**config.mk**
```make
export PLATFORM = sky130hd
export DESIGN_NAME = factorial_core_flat
export DESIGN_NICKNAME = d
export VERILOG_FILES = /design/src/rtl/factorial_core_if.sv /design/src/rtl/factorial_core.sv /design/src/flat_wrapper.sv
export SDC_FILE = /design/constraint.sdc
export NUM_CORES = 1
export LEC_CHECK = 0
export CORE_ASPECT_RATIO = 0.5
export CORE_MARGIN = 1.5
export CORE_UTILIZATION = 42
export CTS_CLUSTER_DIAMETER = 50
export DETAILED_ROUTE_END_ITERATION = 10
export PLACE_DENSITY_LB_ADDON = 0.25
export SYNTH_ARGS = -nofsm -noshare
export SYNTH_HDL_FRONTEND = slang
export SYNTH_SLANG_ARGS = --single-unit
```
**constraint.sdc**
```tcl
create_clock -name clk -period 7.25 [get_ports clk]
set_clock_uncertainty 0.05 [all_clocks]
set_input_delay 1.45 -clock clk [delete_from_list [all_inputs] [get_ports clk]]
set_output_delay 1.45 -clock clk [all_outputs]
set_load 0.01 [all_outputs]
```
**src/rtl/factorial_core_if.sv**
```systemverilog
// Start/clear control interface of the factorial engine: requests in, result and status out.
interface factorial_core_if #(
  parameter int DATA_W = 64,
  parameter int OP_W   = 8
);
  logic              op_start;
  logic              op_clear;
  logic [OP_W-1:0]   operand;
  logic [DATA_W-1:0] result;
  logic              op_done;
  logic              op_busy;
  logic              overflow;
  logic [1:0]        state;

  modport master (
    output op_start, op_clear, operand,
    input  result, op_done, op_busy, overflow, state
  );

  modport slave (
    input  op_start, op_clear, operand,
    output result, op_done, op_busy, overflow, state
  );
endinterface

```
**src/rtl/factorial_core.sv**
```systemverilog
// Registered N! engine: INIT/MULT/DONE FSM driving a bit-serial shift-add multiplier
// (one multiplier bit per cycle) with sticky overflow and early termination.
module factorial_core #(
   parameter int DATA_W = 64,
   parameter int OP_W   = 8
) (
   input  logic             clk,
   input  logic             reset_n,
   factorial_core_if.slave  bus
);

   localparam int P_W = DATA_W + OP_W;
   localparam int K_W = (OP_W > 1) ? $clog2(OP_W) : 1;

   typedef enum logic [1:0] {
      S_INIT = 2'b00,
      S_MULT = 2'b01,
      S_DONE = 2'b10
   } state_t;

   state_t            r_state;
   logic [DATA_W-1:0] r_acc;
   logic [P_W-1:0]    r_partial;
   logic [OP_W-1:0]   r_n;
   logic [K_W-1:0]    r_k;
   logic [DATA_W-1:0] r_result;
   logic              r_overflow;
   logic              r_done;
   logic              r_busy;

   logic [P_W-1:0]    w_addend;
   logic [P_W-1:0]    w_partial_next;
   logic              w_step_ovf;
   logic              w_last_bit;

   // NOTE: every always_comb output gets a default first so no path can infer a latch.
   always_comb begin
      w_addend = '0;
      if (r_n[r_k]) begin
         w_addend = {{OP_W{1'b0}}, r_acc} << r_k;
      end
      w_partial_next = r_partial + w_addend;
      w_step_ovf     = |w_partial_next[P_W-1:DATA_W];
      w_last_bit     = (r_k == K_W'(OP_W - 1));
   end

   // NOTE: sequential state uses non-blocking assignments only, so every register
   // samples pre-edge values regardless of statement order.
   always_ff @(posedge clk or negedge reset_n) begin
      if (!reset_n) begin
         r_state    <= S_INIT;
         r_acc      <= DATA_W'(1);
         r_partial  <= '0;
         r_n        <= '0;
         r_k        <= '0;
         r_result   <= '0;
         r_overflow <= 1'b0;
         r_done     <= 1'b0;
         r_busy     <= 1'b0;
      end else if (bus.op_clear) begin
         r_state    <= S_INIT;
         r_acc      <= DATA_W'(1);
         r_partial  <= '0;
         r_k        <= '0;
         r_result   <= '0;
         r_overflow <= 1'b0;
         r_done     <= 1'b0;
         r_busy     <= 1'b0;
      end else begin
         case (r_state)
            S_INIT: begin
               if (bus.op_start) begin
                  r_n        <= bus.operand;
                  r_acc      <= DATA_W'(1);
                  r_partial  <= '0;
                  r_k        <= '0;
                  r_overflow <= 1'b0;
                  if (bus.operand <= OP_W'(1)) begin
                     r_state  <= S_DONE;
                     r_result <= DATA_W'(1);
                     r_done   <= 1'b1;
                  end else begin
                     r_state <= S_MULT;
                     r_busy  <= 1'b1;
                  end
               end
            end

            S_MULT: begin
               if (w_last_bit) begin
                  r_acc     <= w_partial_next[DATA_W-1:0];
                  r_partial <= '0;
                  r_k       <= '0;
                  r_n       <= r_n - OP_W'(1);
                  // Overflow stops the chain early; the truncated product is kept.
                  if (w_step_ovf || r_n == OP_W'(2)) begin
                     r_overflow <= w_step_ovf;
                     r_result   <= w_partial_next[DATA_W-1:0];
                     r_state    <= S_DONE;
                     r_done     <= 1'b1;
                     r_busy     <= 1'b0;
                  end
               end else begin
                  r_partial <= w_partial_next;
                  r_k       <= r_k + K_W'(1);
               end
            end

            S_DONE: ;

            default: begin
               r_state    <= S_INIT;
               r_acc      <= DATA_W'(1);
               r_partial  <= '0;
               r_k        <= '0;
               r_result   <= '0;
               r_overflow <= 1'b0;
               r_done     <= 1'b0;
               r_busy     <= 1'b0;
            end
         endcase
      end
   end

   assign bus.result   = r_result;
   assign bus.op_done  = r_done;
   assign bus.op_busy  = r_busy;
   assign bus.overflow = r_overflow;
   assign bus.state    = r_state;

endmodule

```
**src/flat_wrapper.sv**
```systemverilog
// flat-port wrapper written by rule: the top's interface ports become plain ports
module factorial_core_flat 
#(
   parameter int DATA_W = 64,
   parameter int OP_W   = 8
)
  (clk, reset_n, bus_op_start, bus_op_clear, bus_operand, bus_result, bus_op_done, bus_op_busy, bus_overflow, bus_state);
  factorial_core_if #(.DATA_W(DATA_W), .OP_W(OP_W)) bus_i ();
  input  logic clk;
  input  logic reset_n;
  input wire logic [$bits(bus_i.op_start)-1:0] bus_op_start;
  input wire logic [$bits(bus_i.op_clear)-1:0] bus_op_clear;
  input wire logic [$bits(bus_i.operand)-1:0] bus_operand;
  output wire logic [$bits(bus_i.result)-1:0] bus_result;
  output wire logic [$bits(bus_i.op_done)-1:0] bus_op_done;
  output wire logic [$bits(bus_i.op_busy)-1:0] bus_op_busy;
  output wire logic [$bits(bus_i.overflow)-1:0] bus_overflow;
  output wire logic [$bits(bus_i.state)-1:0] bus_state;
  assign bus_i.op_start = bus_op_start;
  assign bus_i.op_clear = bus_op_clear;
  assign bus_i.operand = bus_operand;
  assign bus_result = bus_i.result;
  assign bus_op_done = bus_i.op_done;
  assign bus_op_busy = bus_i.op_busy;
  assign bus_overflow = bus_i.overflow;
  assign bus_state = bus_i.state;
  factorial_core #(.DATA_W(DATA_W), .OP_W(OP_W)) u_core (.clk(clk), .reset_n(reset_n), .bus(bus_i));
endmodule
```
# Word-level counts from Yosys, hierarchy flattened

Cells that the tools add are included.

Add/sub/neg operators: 3
Order comparisons: 2
Eq/ne operators: 12
Shift operators: 1
Mux-type cells: 47
Bitwise gates (word level): 1
Reduce and logical (&&, ||, !) cells: 10

Operators with widths:

| cell                  | count |
|---|---|
| $mux W64              | 8 |
| $pmux W64 S3          | 2 |
| $mux W72              | 4 |
| $pmux W72 S3          | 1 |
| $add A72 B72 Y72      | 1 |
| $shl A64 B3 Y72       | 1 |
| $mux W8               | 2 |
| $pmux W8 S2           | 1 |
| $mux W1               | 15 |
| $mux W2               | 5 |
| $reduce_and A5 Y1     | 2 |
| $mux W3               | 3 |
| $ne A3 B2 Y1 const B  | 3 |
| $pmux W1 S3           | 3 |
| $pmux W3 S3           | 1 |
| $eq A8 B2 Y1 const B  | 1 |
| $le A8 B1 Y1 const B  | 1 |
| $reduce_and A4 Y1     | 2 |
| $reduce_or A8 Y1      | 1 |
| $sub A8 B1 Y8 const B | 1 |
| $ne A3 B3 Y1 const B  | 2 |
| $pmux W2 S3           | 1 |
| $lt A3 B4 Y1 const B  | 1 |
| $ne A2 B2 Y1 const B  | 2 |
| other kinds (12)      | 12 |

Bits in registers: 216
Input bits: 12
Output and inout bits: 69

# Longest topological paths before layout

Depth in word-level cells: 10
Mapped depth: 24
Gate-level depth less buffers: 18

# Worst setup path before layout

OpenSTA, ideal clock, no wires.

Path kind: reg-to-reg
From: reg u_core.r_k[0]
To: reg u_core.r_result[12] (netlist: u_core.bus.result[12])
Arrival time: 5237 ps
Setup slack: 1838 ps
Stages on the path, launching flop included: 23
Path through: dfrtp_1 -> buf_1 -> mux4_2 -> nand2_1 -> and2_1 -> clkbuf_1 -> clkbuf_1 -> a21oi_1 -> ha_1 -> buf_2 -> nand2_2 -> nor4_4 -> nand2b_2 -> a2111oi_4 -> nor2_2 -> or3_4 -> a21oi_2 -> o221ai_2 -> nor4_4 -> a211o_1 -> buf_6 -> buf_8 -> mux2_4

Longest elaborated chain between the ends: 8

RTL lines:

| what                                                                  | line                                       | source |
|---|---|---|
| from (decl)                                                           | factorial_core.sv:25                       | `logic [K_W-1:0] r_k;` |
| from (signal assigned)                                                | factorial_core.sv:105                      | `r_k <= r_k + K_W'(1);` |
| $bmux W1 S3                                                           | factorial_core.sv:39                       | `if (r_n[r_k]) begin` |
| $mux W1 (implied by the code)                                         | factorial_core.sv:39                       |  |
| $mux W72                                                              | factorial_core.sv:39                       |  |
| $add A72 B72 Y72                                                      | factorial_core.sv:42                       | `w_partial_next = r_partial + w_addend;` |
| $reduce_or A8 Y1 / $mux W64 (equally long branches)                   | factorial_core.sv:43, factorial_core.sv:96 |  |
| $logic_or A1 B1 Y1 / $mux W64 (equally long branches)                 | factorial_core.sv:96, factorial_core.sv:90 |  |
| $ne A3 B2 Y1 (no source line) / $pmux W64 S3 (equally long branches)  | -                                          |  |
| $reduce_and A5 Y1 (no source line) / $mux W64 (equally long branches) | -                                          |  |
| to (signal assigned)                                                  | factorial_core.sv:98                       | `r_result <= w_partial_next[DATA_W-1:0];` |
| to (decl)                                                             | factorial_core.sv:26                       | `logic [DATA_W-1:0] r_result;` |

Parallel ways exist; a longest one is shown, timed or not. The select of a mux whose other input is x is not followed.
A chain may end at the register's enable or synchronous reset.

# Worst setup path in the final report

From: reg u_core.r_k[2]
To: reg u_core.r_result[55] (netlist: u_core.bus.result[55])

Same word-level chain as after synthesis.

==> results.txt <==
- Mean number of vias per cell: 5.83
- Number of detailed-routing iterations run before antenna repair: 5
* Count of buffers added by post-CTS timing repair for setup: 0
- The critical path starts at u_core.r_k[2]$_DFFE_PN0P_.
* Most used routing layer: met1
- CTS sink cnt: 216
* Fraction of the mapped netlist area in adder cells: 6.12%
- The completed layout was analyzed and its total power is 3860 uW.
- Mean instance size in the synthesized netlist: 8.87 um2
* Dominant combinational cell family by area after synthesis: compound AO/OA/AOI/OAI gates
- In the synthesized netlist the dominant register cell turns out to be sky130_fd_sc_hd__dfrtp_1.
- Met2 usage in global routing: 31.8%
- The worst hold path belongs to the class reg2reg.
- Nets: 1856
* Class of the most critical setup path: reg2reg
- The synthesized design contains 0 enable-type register cells.
* Vias in the first global route: 12679
* Dominant cell type by count on the critical path: sky130_fd_sc_hd__buf_4
- The synthesized design contains 216 register bits.
- Share of the cycle needed by the critical path after routing: 84.6%
- The final route contains 13229 vias.
* Residual overflow from global routing: 0
- At the pin with the least slew margin, the transition time is 1.14 ns.
* Warnings, synthesis: 0
* Data arrival time of the critical path: 6.51 ns
* Area of the die: 38500 um2
- Standby leakage power: 0.00715 uW
- GP Congestion: 0.923
- Xor and xnor fraction of the mapped netlist area: 3.52%
* Die W: 276 um
- Shortest clock period the worst path allows after layout: 6.14 ns
- In this run, CTS created clock tree buffers numbering 26.
- The endpoint identified for the worst register-to-register timing path is u_core.bus.result[55]$_DFFE_PN0P_.
- After clock tree synthesis, the repair step resized 0 gates.
* Diode insertion count for antenna repair: 0
* Number of max-slew violations in the final report: 0
- Clock slew at reported path FFs: 0.06 ns
- Setup repair after global routing left no endpoint under its margin.
* Post-Syn Nets: 1852
* Area Overhead vs Synth: 12.5%
* Placeable Area: 36300 um2
* Worst-case headroom to the max-slew limit: 23.5%
* Cells after DPL: 2224
* Source of the worst register-to-register timing path: u_core.r_k[2]$_DFFE_PN0P_
- M1 GR Usage: 34.3%
- First-pass GRT wire length: 69.8 mm
- Max-capacitance violation count: 0
- After clock tree synthesis, the flow added hold-fix buffers numbering 0.
- Counting flops with an async set or reset pin after synthesis yields a share of 100%.
- The most common cell in the synthesized netlist is sky130_fd_sc_hd__nand2_1.
- STA classifies the critical path startpoint as a flip-flop.
* Nature of the critical path endpoint: flip-flop
- Measured against the total synthesized area, the mux share comes to 15.1%.
- Clock latency on the worst-skew pair, taken at its later pin, is 0.55 ns.
- sky130_fd_sc_hd__dfrtp_1 takes more of the synthesized area than any other cell.
- Worst-path fanout max: 38
* Worst path depth: 19
- The synthesized design devotes to its leading area cell type 34.4% of total area.
- Global routing consumed, over all layers together, 21.9% of the routing resources.
* Cell Count, Final, Fillers Out: 2270
- Summing all multi-input logic gate instances after layout gives 9620 um2.
- Area of the mapped netlist: 15700 um2
- The post-route netlist has 11.5% of its cells at a drive strength greater than 1.
- Worst endpoint required time: 7.63 ns
- Across the whole layout, storage elements account for 5410 um2.
* Clk root buf: sky130_fd_sc_hd__clkbuf_16
- Result of the run: finished clean
* Worst path bufs/invs: 4
- Final setup violating endpoints: 0
- Maximum count of clock buffers along a single path: 3
- After detailed routing, the average wire length per cell comes to 18.6 um.
- Yosys attributes the largest share of cell area to sky130_fd_sc_hd__dfrtp_1, sky130_fd_sc_hd__nand2_1, sky130_fd_sc_hd__mux4_2.
* Count of fill cells added during filler insertion: 3465
- Post-route setup TNS: 0 ns
* Routed Antenna Nets: 0
- Area fraction in compound gates after synthesis: 19.7%
- Register-to-Register Setup Slack: 1.11 ns
- Walking the worst path, the cells encountered are inv_1 -> buf_4 -> nand2_1 -> and2_2 -> buf_4 -> a21oi_1 -> ha_1 -> a21oi_1 -> nand2_1 -> a211oi_1 -> nand3b_1 -> nor4_1 -> o21ai_0 -> o211ai_1 -> o221ai_2 -> nor4_4 -> a211o_4 -> buf_4 -> mux2_2.
* Number of antenna violations at the first check in global routing: 0
- Drt drc: 0
- Sequential element share of the synthesized area: 34.5%
* Cells on worst reg2reg path: 19
- Of the total synthesized cell area, the portion taken by AND, OR, NAND and NOR gates is 16.7%.
- Entering global routing, the biggest net connects 135 pins.
- Number of DRC violations after detailed-routing iteration 0: 1211
- Across the VDD grid, the largest voltage drop is 0.240 mV.
- The final number of hold-violating endpoints is 0.
- In this run the worst setup path terminates at u_core.bus.result[55]$_DFFE_PN0P_.
- Fraction of met3 tracks used by global routing: 3.46%
- Power per standard cell area: 219 nW/um2
* Number of distinct library cells after synthesis: 74
- Wire length reported by the detailed router: 42.1 mm
- CP top delay family: compound AO/OA/AOI/OAI gates
- Once detailed placement completed, the half-perimeter wirelength came to 30.6 mm.
- Synthesized instance count: 1764
* Starting Density: 43.1%
- Top-level port count: 81
* Clock tree from TritonCTS: yes
- The die is 140 um tall.
- Among all stages on the critical path, the largest delay is contributed by sky130_fd_sc_hd__dfrtp_2.
- The initialized floorplan defines 49 standard-cell rows.
* F_max: 0.163 GHz
* Maximum level of the CTS H-tree: 1
- Input/output buffers: 80
* Top cells by instance count after synthesis: sky130_fd_sc_hd__nand2_1, sky130_fd_sc_hd__dfrtp_1, sky130_fd_sc_hd__a21oi_1
- On the worst path, the slowest cell contributes a delay of 0.84 ns.
==> flip-flops by register name, summed over array words and instances (netlist names) <==
| signal | cells |
|---|---|
| u_core.bus.op_busy | 1 |
| u_core.bus.op_done | 1 |
| u_core.bus.overflow | 1 |
| u_core.bus.result | 64 |
| u_core.bus.state | 2 |
| u_core.r_acc | 64 |
| u_core.r_k | 3 |
| u_core.r_n | 8 |
| u_core.r_partial | 72 |
==> worst min-delay path by stage <==
stage / cells past startpoint / endpoint / from / slack, ns
final: 2 / u_core.r_partial[53]$_DFFE_PN0P_ / u_core.r_partial[53]$_DFFE_PN0P_ / 0.44
after global routing: 2 / u_core.r_partial[54]$_DFFE_PN0P_ / u_core.r_partial[54]$_DFFE_PN0P_ / 0.45
after CTS: 2 / u_core.r_partial[54]$_DFFE_PN0P_ / u_core.r_partial[54]$_DFFE_PN0P_ / 0.44
after detailed placement: 2 / u_core.r_partial[69]$_DFFE_PN0P_ / u_core.r_partial[69]$_DFFE_PN0P_ / 0.43
after global placement: 2 / u_core.r_partial[53]$_DFFE_PN0P_ / u_core.r_partial[53]$_DFFE_PN0P_ / 0.42
after floorplan: 2 / u_core.r_partial[68]$_DFFE_PN0P_ / u_core.r_partial[68]$_DFFE_PN0P_ / 0.41
==> worst reg2reg max path, cell delays in order, from the launching register on <==
cell and delay (ns):
sky130_fd_sc_hd__dfrtp_2 0.84, sky130_fd_sc_hd__inv_1 0.15, sky130_fd_sc_hd__buf_4 0.26, sky130_fd_sc_hd__nand2_1 0.21, sky130_fd_sc_hd__and2_2 0.21, sky130_fd_sc_hd__buf_4 0.34
sky130_fd_sc_hd__a21oi_1 0.12, sky130_fd_sc_hd__ha_1 0.40, sky130_fd_sc_hd__a21oi_1 0.26, sky130_fd_sc_hd__nand2_1 0.08, sky130_fd_sc_hd__a211oi_1 0.56, sky130_fd_sc_hd__nand3b_1 0.14
sky130_fd_sc_hd__nor4_1 0.47, sky130_fd_sc_hd__o21ai_0 0.18, sky130_fd_sc_hd__o211ai_1 0.20, sky130_fd_sc_hd__o221ai_2 0.22, sky130_fd_sc_hd__nor4_4 0.41, sky130_fd_sc_hd__a211o_4 0.22
sky130_fd_sc_hd__buf_4 0.32, sky130_fd_sc_hd__mux2_2 0.40
==> routing by layer <==
layer  wire [um]  up-vias
met2       17300      356
li1            -     6379
met1       21900     6442
met5           0        -
met4         623        0
met3        2300       52
==> area by class of cell <==
| cell class | instances | area share, % |
|---|---|---|
| Clock buffer | 32 | 4.00 |
| Clock inverter | 14 | 0.967 |
| Inverter | 32 | 0.682 |
| Multi-Input combinational cell | 1393 | 54.6 |
| Sequential cell | 216 | 30.7 |
| Tap cell | 484 | 3.44 |
| Timing Repair Buffer | 99 | 5.53 |
==> layout by cell type (no fill, tap or decap), drive strengths merged, types with 5 or more instances in the layout <==
cell type and instances:
o21a 17, mux4 52, a22o 13, nand2b 9
o211ai 13, and3 6, clkbuf 32, mux2 63
inv 36, nand2 324, nor4 9, a31oi 7
nor2b 10, and2 6, nor3 22, xor2 27
mux2i 34, a22oi 7, nor2 143, clkdlybuf4s50 79
or3 12, dfrtp 215, buf 20, o21bai 9
ha 75, xnor2 36, o31ai 62, nand3 13
nand4 30, a21oi 173, a211oi 13, or2 5
a21o 16, o21ai 145, a21boi 7
==> power by group <==
group	internal, uW	leakage (uW)	switching, uW	total [uW]
logic	395	0.00375	818	1210
registers	1260	0.00299	54.5	1310
clock network	775	0.000415	561	1340
total	2430	0.00715	1430	3860
==> through the flow <==
stage / hold slack (ns) / instance area, um2 / utilization [%] / setup slack, ns
final: 0.436 / 17600 / 48.5 / 1.11
after global placement: 0.417 / 16700 / 46.1 / 1.34
after floorplan: 0.405 / 15700 / - / 1.84
after CTS: 0.439 / 17600 / 48.5 / 1.19
after global routing: 0.452 / 17600 / 48.5 / 0.639
after detailed placement: 0.427 / 16700 / 46.1 / 1.24
==> cells by family (layout without fill, tap and decap cells) <==
| family | Yosys count | in the layout |
|---|---|---|
| AO/OA/AOI/OAI | 506 | 506 |
| XOR/XNOR | 63 | 63 |
| adder cells (fa/ha/maj) | 76 | 76 |
| buffers and inverters | 155 | 177 |
| flip-flops | 216 | 216 |
| multiplexers | 149 | 149 |
| AND/OR/NAND/NOR | 599 | 599 |
(Power assumes the default switching activity.)
